--- src/rtl/cpu_pkg.sv ---
// Shared definitions for the multicycle core: FSM states, opcodes, field positions.
// Latency: n/a (package only).
// Backpressure: n/a (package only).
package cpu_pkg;

  typedef enum logic [1:0] {
    ST_FETCH = 2'd0,
    ST_EXEC  = 2'd1,
    ST_HALT  = 2'd2
  } state_t;

  localparam logic [7:0] OP_LOADI = 8'h00;
  localparam logic [7:0] OP_MOV   = 8'h01;
  localparam logic [7:0] OP_ADD   = 8'h02;
  localparam logic [7:0] OP_SUB   = 8'h03;
  localparam logic [7:0] OP_AND   = 8'h04;
  localparam logic [7:0] OP_OR    = 8'h05;
  localparam logic [7:0] OP_J     = 8'h06;
  localparam logic [7:0] OP_BEQ   = 8'h07;

  localparam int FIELD_W  = 8;
  localparam int OPC_LSB  = 24;
  localparam int DEST_LSB = 16;
  localparam int SRC1_LSB = 8;
  localparam int SRC2_LSB = 0;

  // Opcodes are dense from 0x00; anything past beq halts the core.
  function automatic logic is_legal(input logic [7:0] op);
    return (op <= OP_BEQ);
  endfunction

endpackage

--- src/rtl/reg_file_p.sv ---
// Register file: two combinational read ports, one clocked write port.
// Latency: reads 0 cycles, write visible after the next rising edge.
// Backpressure: none; a write is accepted every cycle WE is high.
module reg_file_p #(
  parameter int DATA_W = 8,
  parameter int REG_N  = 8
) (
  input  logic                       CLK,
  input  logic                       RESET,
  input  logic                       WE,
  input  logic [$clog2(REG_N)-1:0]   WADDR,
  input  logic [DATA_W-1:0]          WDATA,
  input  logic [$clog2(REG_N)-1:0]   RADDR1,
  output logic [DATA_W-1:0]          RDATA1,
  input  logic [$clog2(REG_N)-1:0]   RADDR2,
  output logic [DATA_W-1:0]          RDATA2
);

  logic [DATA_W-1:0] regs [REG_N];

  // Reads see the pre-edge contents, so a same-cycle write never bypasses.
  assign RDATA1 = regs[RADDR1];
  assign RDATA2 = regs[RADDR2];

  // Synchronous clear of every entry, otherwise single-port write.
  always_ff @(posedge CLK) begin
    if (RESET) begin
      for (int i = 0; i < REG_N; i++) begin
        regs[i] <= '0;
      end
    end else if (WE) begin
      regs[WADDR] <= WDATA;
    end
  end

endmodule

--- src/rtl/cpu_multicycle.sv ---
// Two-state multicycle core: FETCH latches an instruction, EXEC computes and retires it.
// Latency: 2 cycles per instruction plus one per stalled fetch cycle.
// Backpressure: FETCH holds PC and INSTR_READ while INSTR_BUSYWAIT is high.
module cpu_multicycle
  import cpu_pkg::*;
#(
  parameter int DATA_W = 8,
  parameter int REG_N  = 8,
  parameter int PC_W   = 32
) (
  input  logic            CLK,
  input  logic            RESET,
  input  logic [31:0]     INSTRUCTION,
  input  logic            INSTR_BUSYWAIT,
  output logic [PC_W-1:0] PC,
  output logic            INSTR_READ,
  output logic            RETIRE,
  output logic            HALTED
);

  localparam int RI_W = $clog2(REG_N);

  state_t            state, state_nxt;
  logic [31:0]       ir;
  logic              ir_load;
  logic [PC_W-1:0]   pc_q, pc_nxt, pc_plus4, br_target, off_ext;

  logic [7:0]        opcode, dest_f, src1_f, src2_f;
  logic signed [7:0] imm_s, off_s;
  logic [DATA_W-1:0] imm_ext, rd1, rd2, alu_res;
  logic              wr_en, br_taken;
  logic              unused_src1_hi;

  assign opcode = ir[OPC_LSB  +: FIELD_W];
  assign dest_f = ir[DEST_LSB +: FIELD_W];
  assign src1_f = ir[SRC1_LSB +: FIELD_W];
  assign src2_f = ir[SRC2_LSB +: FIELD_W];

  // Only the low RI_W bits of SRC1 select a register.
  assign unused_src1_hi = ^src1_f;

  assign imm_s   = src2_f;
  assign off_s   = dest_f;
  assign imm_ext = DATA_W'(imm_s);
  assign off_ext = PC_W'(off_s);

  assign pc_plus4  = pc_q + PC_W'(4);
  assign br_target = pc_plus4 + (off_ext << 2);
  assign br_taken  = (opcode == OP_J) || ((opcode == OP_BEQ) && (rd1 == rd2));
  assign PC        = pc_q;

  reg_file_p #(
    .DATA_W (DATA_W),
    .REG_N  (REG_N)
  ) u_rf (
    .CLK    (CLK),
    .RESET  (RESET),
    .WE     (wr_en),
    .WADDR  (dest_f[RI_W-1:0]),
    .WDATA  (alu_res),
    .RADDR1 (src1_f[RI_W-1:0]),
    .RDATA1 (rd1),
    .RADDR2 (src2_f[RI_W-1:0]),
    .RDATA2 (rd2)
  );

  // Combinational ALU; add/sub wrap at DATA_W and drop the carry.
  always_comb begin
    alu_res = '0;
    case (opcode)
      OP_LOADI: alu_res = imm_ext;
      OP_MOV:   alu_res = rd1;
      OP_ADD:   alu_res = rd1 + rd2;
      OP_SUB:   alu_res = rd1 + (~rd2 + DATA_W'(1));
      OP_AND:   alu_res = rd1 & rd2;
      OP_OR:    alu_res = rd1 | rd2;
      default:  alu_res = '0;
    endcase
  end

  // FSM state register.
  always_ff @(posedge CLK) begin
    if (RESET) begin
      state <= ST_FETCH;
    end else begin
      state <= state_nxt;
    end
  end

  // Next-state, handshake outputs and write/PC control.
  always_comb begin
    state_nxt  = state;
    pc_nxt     = pc_q;
    wr_en      = 1'b0;
    ir_load    = 1'b0;
    INSTR_READ = 1'b0;
    RETIRE     = 1'b0;
    HALTED     = 1'b0;
    case (state)
      ST_FETCH: begin
        INSTR_READ = 1'b1;
        if (!INSTR_BUSYWAIT) begin
          ir_load   = 1'b1;
          state_nxt = ST_EXEC;
        end
      end
      ST_EXEC: begin
        if (is_legal(opcode)) begin
          RETIRE    = 1'b1;
          state_nxt = ST_FETCH;
          pc_nxt    = br_taken ? br_target : pc_plus4;
          wr_en     = (opcode != OP_J) && (opcode != OP_BEQ);
        end else begin
          state_nxt = ST_HALT;
        end
      end
      ST_HALT: begin
        HALTED = 1'b1;
      end
      default: begin
        state_nxt = ST_FETCH;
      end
    endcase
  end

  // PC and instruction register; reset has priority over every update.
  always_ff @(posedge CLK) begin
    if (RESET) begin
      pc_q <= '0;
      ir   <= '0;
    end else begin
      pc_q <= pc_nxt;
      if (ir_load) begin
        ir <= INSTRUCTION;
      end
    end
  end

endmodule

--- config.mk ---
export PLATFORM = sky130hd
export DESIGN_NAME = cpu_multicycle
export DESIGN_NICKNAME = d
export VERILOG_FILES = /design/src/rtl/cpu_pkg.sv /design/src/rtl/reg_file_p.sv /design/src/rtl/cpu_multicycle.sv
export SDC_FILE = /design/constraint.sdc
export NUM_CORES = 1
export LEC_CHECK = 0
export ABC_AREA = 1
export CAP_MARGIN = 25
export CORE_UTILIZATION = 51
export DETAILED_ROUTE_END_ITERATION = 6
export GPL_ROUTABILITY_DRIVEN = 0
export PLACE_DENSITY = 0.71
export SLEW_MARGIN = 20
export SYNTH_ARGS = -nofsm -noshare
export SYNTH_HDL_FRONTEND = slang
export SYNTH_SLANG_ARGS = --single-unit
--- constraint.sdc ---
create_clock -name CLK -period 5.95 [get_ports CLK]
set_input_delay 0.595 -clock CLK [delete_from_list [all_inputs] [get_ports CLK]]
set_output_delay 0.595 -clock CLK [all_outputs]
set_load 0.03 [all_outputs]
# After elaboration in Yosys (flattened, before gate mapping)
# Memories as Yosys holds them, arrays and structs flattened. A register that Yosys moved wholly into a read port is not among the register bits.
# Cells that the tools add are included.
dict set report classes {
  n_reduce_logical 8
  bitwise_logic 4
  muxes 25
  order_cmp 1
  n_eq_ne 13
  addsub 5
}
# op count
set op_table {}
lappend op_table {{$pmux W8 S6} 1}
lappend op_table {{$add A32 B3 Y32 const B} 1}
lappend op_table {{$add A32 B32 Y32} 1}
lappend op_table {{$eq A8 B3 Y1 const B} 4}
lappend op_table {{$mux W32} 1}
lappend op_table {{$add A8 B8 Y8} 2}
lappend op_table {{$eq A8 B2 Y1 const B} 2}
lappend op_table {{$ne A8 B3 Y1 const B} 2}
lappend op_table {{$mux W3} 5}
lappend op_table {{$mux W1} 14}
lappend op_table {{$add A8 B1 Y8 const B} 1}
lappend op_table {{$and A8 B8 Y8} 1}
lappend op_table {{$eq A8 B1 Y1 const B} 1}
lappend op_table {{$eq A8 B8 Y1} 1}
lappend op_table {{$le A8 B3 Y1 const B} 1}
lappend op_table {{$logic_not A8 Y1} 1}
lappend op_table {{$mux W8} 1}
lappend op_table {{$not A8 Y8} 1}
lappend op_table {{$or A8 B8 Y8} 1}
lappend op_table {{$reduce_or A8 Y1} 1}
lappend op_table {{$pmux W2 S3} 1}
lappend op_table {{$mux W2} 2}
lappend op_table {{$reduce_and A2 Y1} 2}
lappend op_table {{$eq A2 B1 Y1 const B} 1}
lappend op_table {{6 further kinds} 7}
dict set report word_totals {
  mem_bits_rw 64
  reg_bits 66
  in_bits 35
  output_inout_bits 35
  mem_count 1
}
# memory depth width read_ports rd_clocked_by_memory_dff write_ports line
set mem_list {}
lappend mem_list {u_rf.regs 8 8 2 2 8 reg_file_p.sv:19} ;# logic [DATA_W-1:0] regs [REG_N];

# Logic depth before layout (Yosys ltp)
# Gate-level depths: netlist of the first run.
dict set report logic_depth {
  ltp_word 9
  mapped_depth 23
  depth_no_buf 23
}

# Modules after synthesis
# Synthesis of the first run repeated with hierarchy kept, for this count alone.
dict set report unflattened {
  cells_unflattened 1642
  hier_area_um2 10362.4
}
# module seq_area_each_um2 cells_each area_each_um2 n_inst
set by_module_without_submodules {}
lappend by_module_without_submodules {cpu_multicycle 1181.1 1114 6473.7 1}
lappend by_module_without_submodules {reg_file_p 1921.8 528 3888.7 1}

# Worst setup path before layout of the first run
# Ideal clock, no wire load.
dict set report synth_path {
  path_type {reg-to-reg}
  startpoint {register (tool-made name)}
  endpoint {memory u_rf.regs[0][5], data pin}
  n_path_buf 2
  required_time_ns 5.700
  setup_slack_ns 3.078
  setup_ns 0.250
  period_less_slack_ns 2.872
  path_stages_with_launch 19
  t_arrival_ns 2.623
  path_cell_list {dfxtp_1 > buf_2 > clkbuf_1 > o21ai_0 > o21ai_0 > nand2_1 > o21ai_1 > inv_1 > ha_1 > nand3_1 > nand3_1 > nand2_1 > nand2_1 > a21oi_1 > or2_2 > nand3_1 > nand3_2 > nand2_1 > inv_1}
}
# element line
set synth_lines {}
lappend synth_lines {{to (decl)} reg_file_p.sv:19}

==> results by group, run 1 <==
Placed design
  • Placed Instances: 1853
  • Placed cell areas: 11100 um2
  • HPWL Detailed: 22580 um
  • Place WS: 1.549 ns
  • Port buffer count: 62

Yosys
  • Most used flip-flop cell after synthesis: dfxtp_1
  • #FFs+latches synth: 129
  • Top post-synthesis cells by count: nand2_1 (393), inv_1 (216), nor2_1 (201)
  • Synth unique cells: 48
  • Synth area leader: edfxtp_1
  • Synth warnings: 0
  • Avg Cell Area, Syn: 6.594 um2
  • Number of synthesized flops with an enable pin: 64
  • Async S/R FF share, synth: 0%
  • Yosys top cell area share: 18.66%
  • Sequential fraction of the synthesis area: 31.29%
  • Area contributors post-synth: edfxtp_1 (19%), nand2_1 (14%), dfxtp_1 (13%), inv_1 (7.9%), nor2_1 (7.3%)
  • Synth Cell Area: 10300 um2
  • Count leader, synth: nand2_1
  • Cells after Synth: 1562

Global route
  • Largest net degree at the start of global routing: 36
  • Number of antenna violations at the first check in global routing: 0
  • Vias in the first global route: 9716
  • Total gr overflow: 0
  • First-pass GRT wire length: 47760 um
  • GRT Total Usage: 29.98%

Floorplan
  • Die ar.: 20770 um2
  • Initial Utilization: 52.41%
  • Core area: 19650 um2
  • Row Count: 51
  • Die H: 144.1 um
  • Die width: 144.1 um
  • Top Ports: 70

Pwr
  • Sw power: 1.008 mW
  • Reg power frac: 36.6%
  • Switch share: 35.79%
  • Peak supply drop: 204.2 uV
  • Combinational share of power: 26.1%
  • Total chip power: 2.817 mW
  • Pint: 1.809 mW
  • Pwr/cell area: 241.1 nW/um2
  • Pleak: 5.318 nW
  • Clock share of power: 37.4%

Route
  • WL/cell: 16.11 um
  • Drt pass-1 iters: 6
  • DRT Wirelength: 30380 um
  • Via/cell ratio: 5.449
  • Routed via count: 10277
  • DRC viols: 0
  • DR iter-0 viols: 745
  • Antenna Nets Post-Route: 0

Setup path
  • Maximum fanout along the worst path: 35
  • Worst path arrival time: 4.66 ns
  • Crit. End Element: flop
  • Startpoint types: flop
  • Worst EP required: 6.32 ns
  • Critical path type: reg -> reg

Outcome
  • Status: finished clean

STA
  • RSZ-0062 raised after global routing: false
  • Pins Over Slew Limit: 0
  • Clock skew: 0.009224 ns
  • Slew headroom: 32.92%
  • Tmin final: 4.287 ns
  • Final Hold Fails: 0
  • Worst Tran Pin Value: 1.003 ns
  • Final setup TNS: 0 ns
  • WHS: 0.5109 ns
  • Final Cycle Share: 72.06%
  • Final WS setup: 1.663 ns
  • Endpoints failing setup: 0
  • Fmax: 233.2 MHz

CTS
  • Root Driver: clkbuf_16
  • H-tree depth: 4
  • CTS Buf Count: 17
  • Cts hold-fix bufs: 0
  • Clock sink count: 129
  • Insertion delay to the later sink of the worst-skew pair: 0.44 ns
  • Setup bufs post-CTS: 0
  • Post_cts resized: 0
  • Clk pin slew, worst setup/hold paths: 0.06 ns
  • Clock buffer depth: 2
  • CTS tree: built

Cells and area
  • Util after Layout: 59.47%
  • Diode count: 0
  • Syn-to-layout area delta: 13.47%
  • Finished Layout Cells: 1886
  • Design Area, Final: 11690 um2
  • Layout cells sized above 1: 6.354%
  • # nets final: 1706

Hold path
  • Worst min path class: reg -> reg

Job
  • Max cap viols: 0
## critical path: stages, from the launching register on
cell and delay [ns]:
dfxtp_1 0.60, buf_4 0.40, o21ai_0 0.13, o21ai_0 0.17
inv_1 0.06, o21ai_1 0.36, inv_1 0.18, ha_1 0.35
nor2_2 0.15, nand2_1 0.09, nor4_2 0.25, nor2_1 0.10
nor2_2 0.68, buf_4 0.35, nand2_1 0.07, nand3_1 0.07
o211ai_1 0.10, inv_1 0.08
## routing by layer
layer | wire, um | vias to the layer above | GRT usage (%)
li1 | - | 5140 | -
met1 | 12560 | 4714 | 34.00
met2 | 14970 | 342 | 54.31
met3 | 1513 | 81 | 3.775
met4 | 1333 | 0 | 16.57
met5 | 0 | - | 0
## logic make-up after synthesis
logic type | share of synthesized area, %
AO/OA/AOI/OAI | 15.76
AND/OR/NAND/NOR | 32.05
buffers and inverters | 10.70
XOR/XNOR | 2.296
flip-flops | 31.29
adder cells (fa/ha/maj) | 7.872
other | 0.03641
## power by group through the flow
stage | registers [mW] | logic [mW] | clock network, mW
after floorplan | 1.05 | 0.518 | 0
after global routing | 1.04 | 0.819 | 1.09
final | 1.03 | 0.735 | 1.05
after detailed placement | 1.05 | 0.712 | 0
after CTS | 1.03 | 0.718 | 1.05
after global placement | 1.05 | 0.698 | 0
## final cells by class
type	instances	area [um2]
fillers	1877	7966
multi-input cells	1154	5978
flip-flops and latches	129	3223
inverters	234	879.6
repair buffers	72	703.2
clock buffers	17	425.4
well taps	265	331.6
clock inverters	15	146.4
## placed cells by master, fill, tap and decap left out, drive strengths merged, types with 2 or more instances in the layout
| cell type | n |
|---|---|
| inv | 240 |
| buf | 10 |
| nor3 | 17 |
| edfxtp | 64 |
| and2 | 11 |
| conb | 2 |
| a21oi | 109 |
| xnor2 | 5 |
| nand3 | 88 |
| o21bai | 6 |
| a21o | 3 |
| clkinv | 7 |
| fa | 3 |
| clkdlybuf4s50 | 62 |
| dfxtp | 65 |
| nand2 | 396 |
| a31oi | 6 |
| o21ai | 149 |
| and3 | 2 |
| nand3b | 5 |
| ha | 60 |
| clkbuf | 17 |
| o22ai | 2 |
| xor2 | 22 |
| or2 | 5 |
| o2111ai | 2 |
| nor4 | 2 |
| nor2 | 220 |
| o211ai | 23 |
| nand4 | 14 |
## sequential cells by signal (all words and copies together), names as in the netlist, named ones only
| name | flops |
|---|---|
| state | 2 |
| ir | 27 |
| u_rf.regs | 64 |
| PC | 30 |
## final timing paths
path | startpoint | end | slack (ns) | depth (start not counted)
min | state[1] | state[1] | 0.51 | 2
max reg2reg | flop | PC[3] | 1.66 | 17
min reg2reg | state[1] | state[1] | 0.51 | 2
max | flop | PC[3] | 1.66 | 17
Note: power is estimated with default switching activity, not from simulation.
==> run 2, diff against run 1 <==
==> constraint.sdc (replaced) <==
create_clock -name CLK -period 4.4 [get_ports CLK]
set_input_delay 0.44 -clock CLK [delete_from_list [all_inputs] [get_ports CLK]]
set_output_delay 0.44 -clock CLK [all_outputs]
set_load 0.03 [all_outputs]
==> results by group, run 2 (synthesis gave the netlist of run 1 again) <==
Outcome
  • Status: finished clean

Setup path
  • Worst EP required: 4.57 ns (-1.75 ns)
  • Crit. End Element: flop
  • Critical path type: reg -> reg
  • Maximum fanout along the worst path: 27 (-23%)
  • R2R Setup Slk: 0.51 ns (-1.16 ns)
  • Startpoint types: flop
  • Worst r2r dst: u_rf.regs[0][4]
  • Cell depth of the worst flop-to-flop path: 14 (-3)
  • Worst path arrival time: 4.06 ns (-0.60 ns)

Pwr
  • Pwr/cell area: 325.1 nW/um2 (+35%)
  • Pleak: 5.342 nW (+0.45%)
  • Peak supply drop: 270.8 uV (+33%)

STA
  • Tmin final: 3.895 ns (-0.3928 ns)
  • Pins Over Slew Limit: 0 (unchanged)
  • Slew headroom: 31.44% (-1.5 points)
  • Fmax: 256.8 MHz (+10%)
  • Final setup TNS: 0 ns (unchanged)
  • Endpoints failing setup: 0 (unchanged)
  • Clock skew: 0.01297 ns (+0.003746 ns)
  • Final Hold Fails: 0 (unchanged)
  • RSZ-0062 raised after global routing: false
  • Final Cycle Share: 88.51% (+16 points)
  • Worst Tran Pin Value: 1.027 ns (+0.02401 ns)

Cells and area
  • Reg with most FFs: u_rf.regs
  • Design Area, Final: 11740 um2 (+0.42%)
  • Commonest non-fill, non-tap cell in the layout: nand2_1
  • Diode count: 0 (unchanged)
  • Max FFs per register: 64 (unchanged)
  • Syn-to-layout area delta: 13.95%
  • Layout cells sized above 1: 6.769% (+0.42 points)
  • # nets final: 1710 (+0.23%)
  • Commonest non-fill, non-tap cells in the layout: nand2_1 (393), inv_1 (216), nor2_1 (201), o21ai_0 (138), a21oi_1 (109)

Global route
  • Total gr overflow: 0 (unchanged)
  • Number of antenna violations at the first check in global routing: 0 (unchanged)
  • Vias in the first global route: 9832 (+1.2%)
  • First-pass GRT wire length: 48550 um (+1.6%)
  • Largest net degree at the start of global routing: 44 (+22%)
  • GRT Total Usage: 30.66% (+0.68 points)

Floorplan
  • Core area: 19650 um2 (unchanged)
  • Top Ports: 70 (unchanged)
  • Die H: 144.1 um (unchanged)
  • Initial Utilization: 52.41% (unchanged)
  • Row Count: 51 (unchanged)
  • Die width: 144.1 um (unchanged)
  • Die ar.: 20770 um2 (unchanged)

Route
  • Routed via count: 10318 (+0.40%)
  • DRC viols: 0 (unchanged)
  • Drt pass-1 iters: 5 (-1)
  • Antenna Nets Post-Route: 0 (unchanged)
  • Via/cell ratio: 5.459 (+0.19%)
  • DRT Wirelength: 30510 um (+0.40%)
  • WL/cell: 16.14 um (+0.19%)
  • DR iter-0 viols: 706 (-5.2%)

CTS
  • Clock buffer depth: 2 (unchanged)
  • CTS tree: built
  • Root Driver: clkbuf_16
  • Post_cts resized: 0 (unchanged)
  • Setup bufs post-CTS: 0 (unchanged)
  • Clock sink count: 129 (unchanged)
  • H-tree depth: 4 (unchanged)
  • Insertion delay to the later sink of the worst-skew pair: 0.44 ns (about the same)
  • Cts hold-fix bufs: 0 (unchanged)
  • Clk pin slew, worst setup/hold paths: 0.06 ns (about the same)
  • CTS Buf Count: 17 (unchanged)

Placed design
  • Port buffer count: 62 (unchanged)
  • HPWL Detailed: 22400 um (-0.82%)
  • Placed cell areas: 11150 um2 (+0.45%)

Hold path
  • Hold Path Cell Cnt: 2 (unchanged)
  • Hold EP: ir[28]
  • Hold Path Origin: ir[28]
  • Worst min path class: reg -> reg

Job
  • Max cap viols: 0 (unchanged)
[run 2: cell count changes in the layout (fill, tap and decap cells not counted), sizes merged]
cell,before,now
clkinv,7,5
buf,10,14
clkinvlp,1,2
bufinv,1,0
inv,240,242
[run 2: final cells by class]
class                           count  area (um2)
Clock buffer                       17       425.4
Clock inverter                     15       158.9
Fill cell                        1907        7918
Inverter                          234       879.6
Multi-Input combinational cell   1154        5978
Sequential cell                   129        3224
Tap cell                          265       331.6
Timing Repair Buffer               76       738.2
[run 2: worst max-delay path by stage]
stage / startpoint / end / cells past startpoint
floorplan: flop / u_rf.regs[0][5] / 18
global placement: flop / u_rf.regs[3][2] / 12
detailed placement: flop / u_rf.regs[1][4] / 14
CTS: flop / u_rf.regs[2][2] / 12
global route: flop / u_rf.regs[7][6] / 16
finish: flop / u_rf.regs[0][4] / 14
[run 2: worst max-delay path, cell delays in order, from the launching register on]
cell,delay (ns)
dfxtp_1,0.89
buf_4,0.35
a21oi_1,0.09
o21ai_0,0.11
o21ai_0,0.13
nand2_1,0.10
o21ai_0,0.18
ha_1,0.35
fa_1,0.46
a31oi_1,0.24
nand2_1,0.08
nand2_1,0.07
o211ai_1,0.11
nor2_2,0.39
nor2_1,0.08
[run 2: stage by stage]
step                cells  total power, mW  hold WS [ns]  utilization, %  setup slack [ns]
floorplan            1563            2.116        0.4782               -             1.528
global placement     1858            2.374        0.4937           56.74            0.5786
detailed placement   1858            2.392        0.5020           56.74            0.5074
CTS                  1890            3.805        0.5117           59.71            0.5061
global route         1890            3.993        0.5426           59.71            0.1638
finish               1890            3.815        0.5113           59.71            0.5054
[run 2: layer usage]
layer  part of all wire, %  vias to the layer above  global-route usage, %
li1                      -                     5147                      -
met1                    41                     4701                  35.51
met2                    49                      378                  54.59
met3                   5.3                       92                  4.205
met4                   4.6                        0                  16.46
met5                     0                        -                      0
[run 2: where the power goes]
group	internal (mW)	switching [mW]
clock	0.760	0.661
sequential	1.32	0.0750
combinational	0.333	0.664
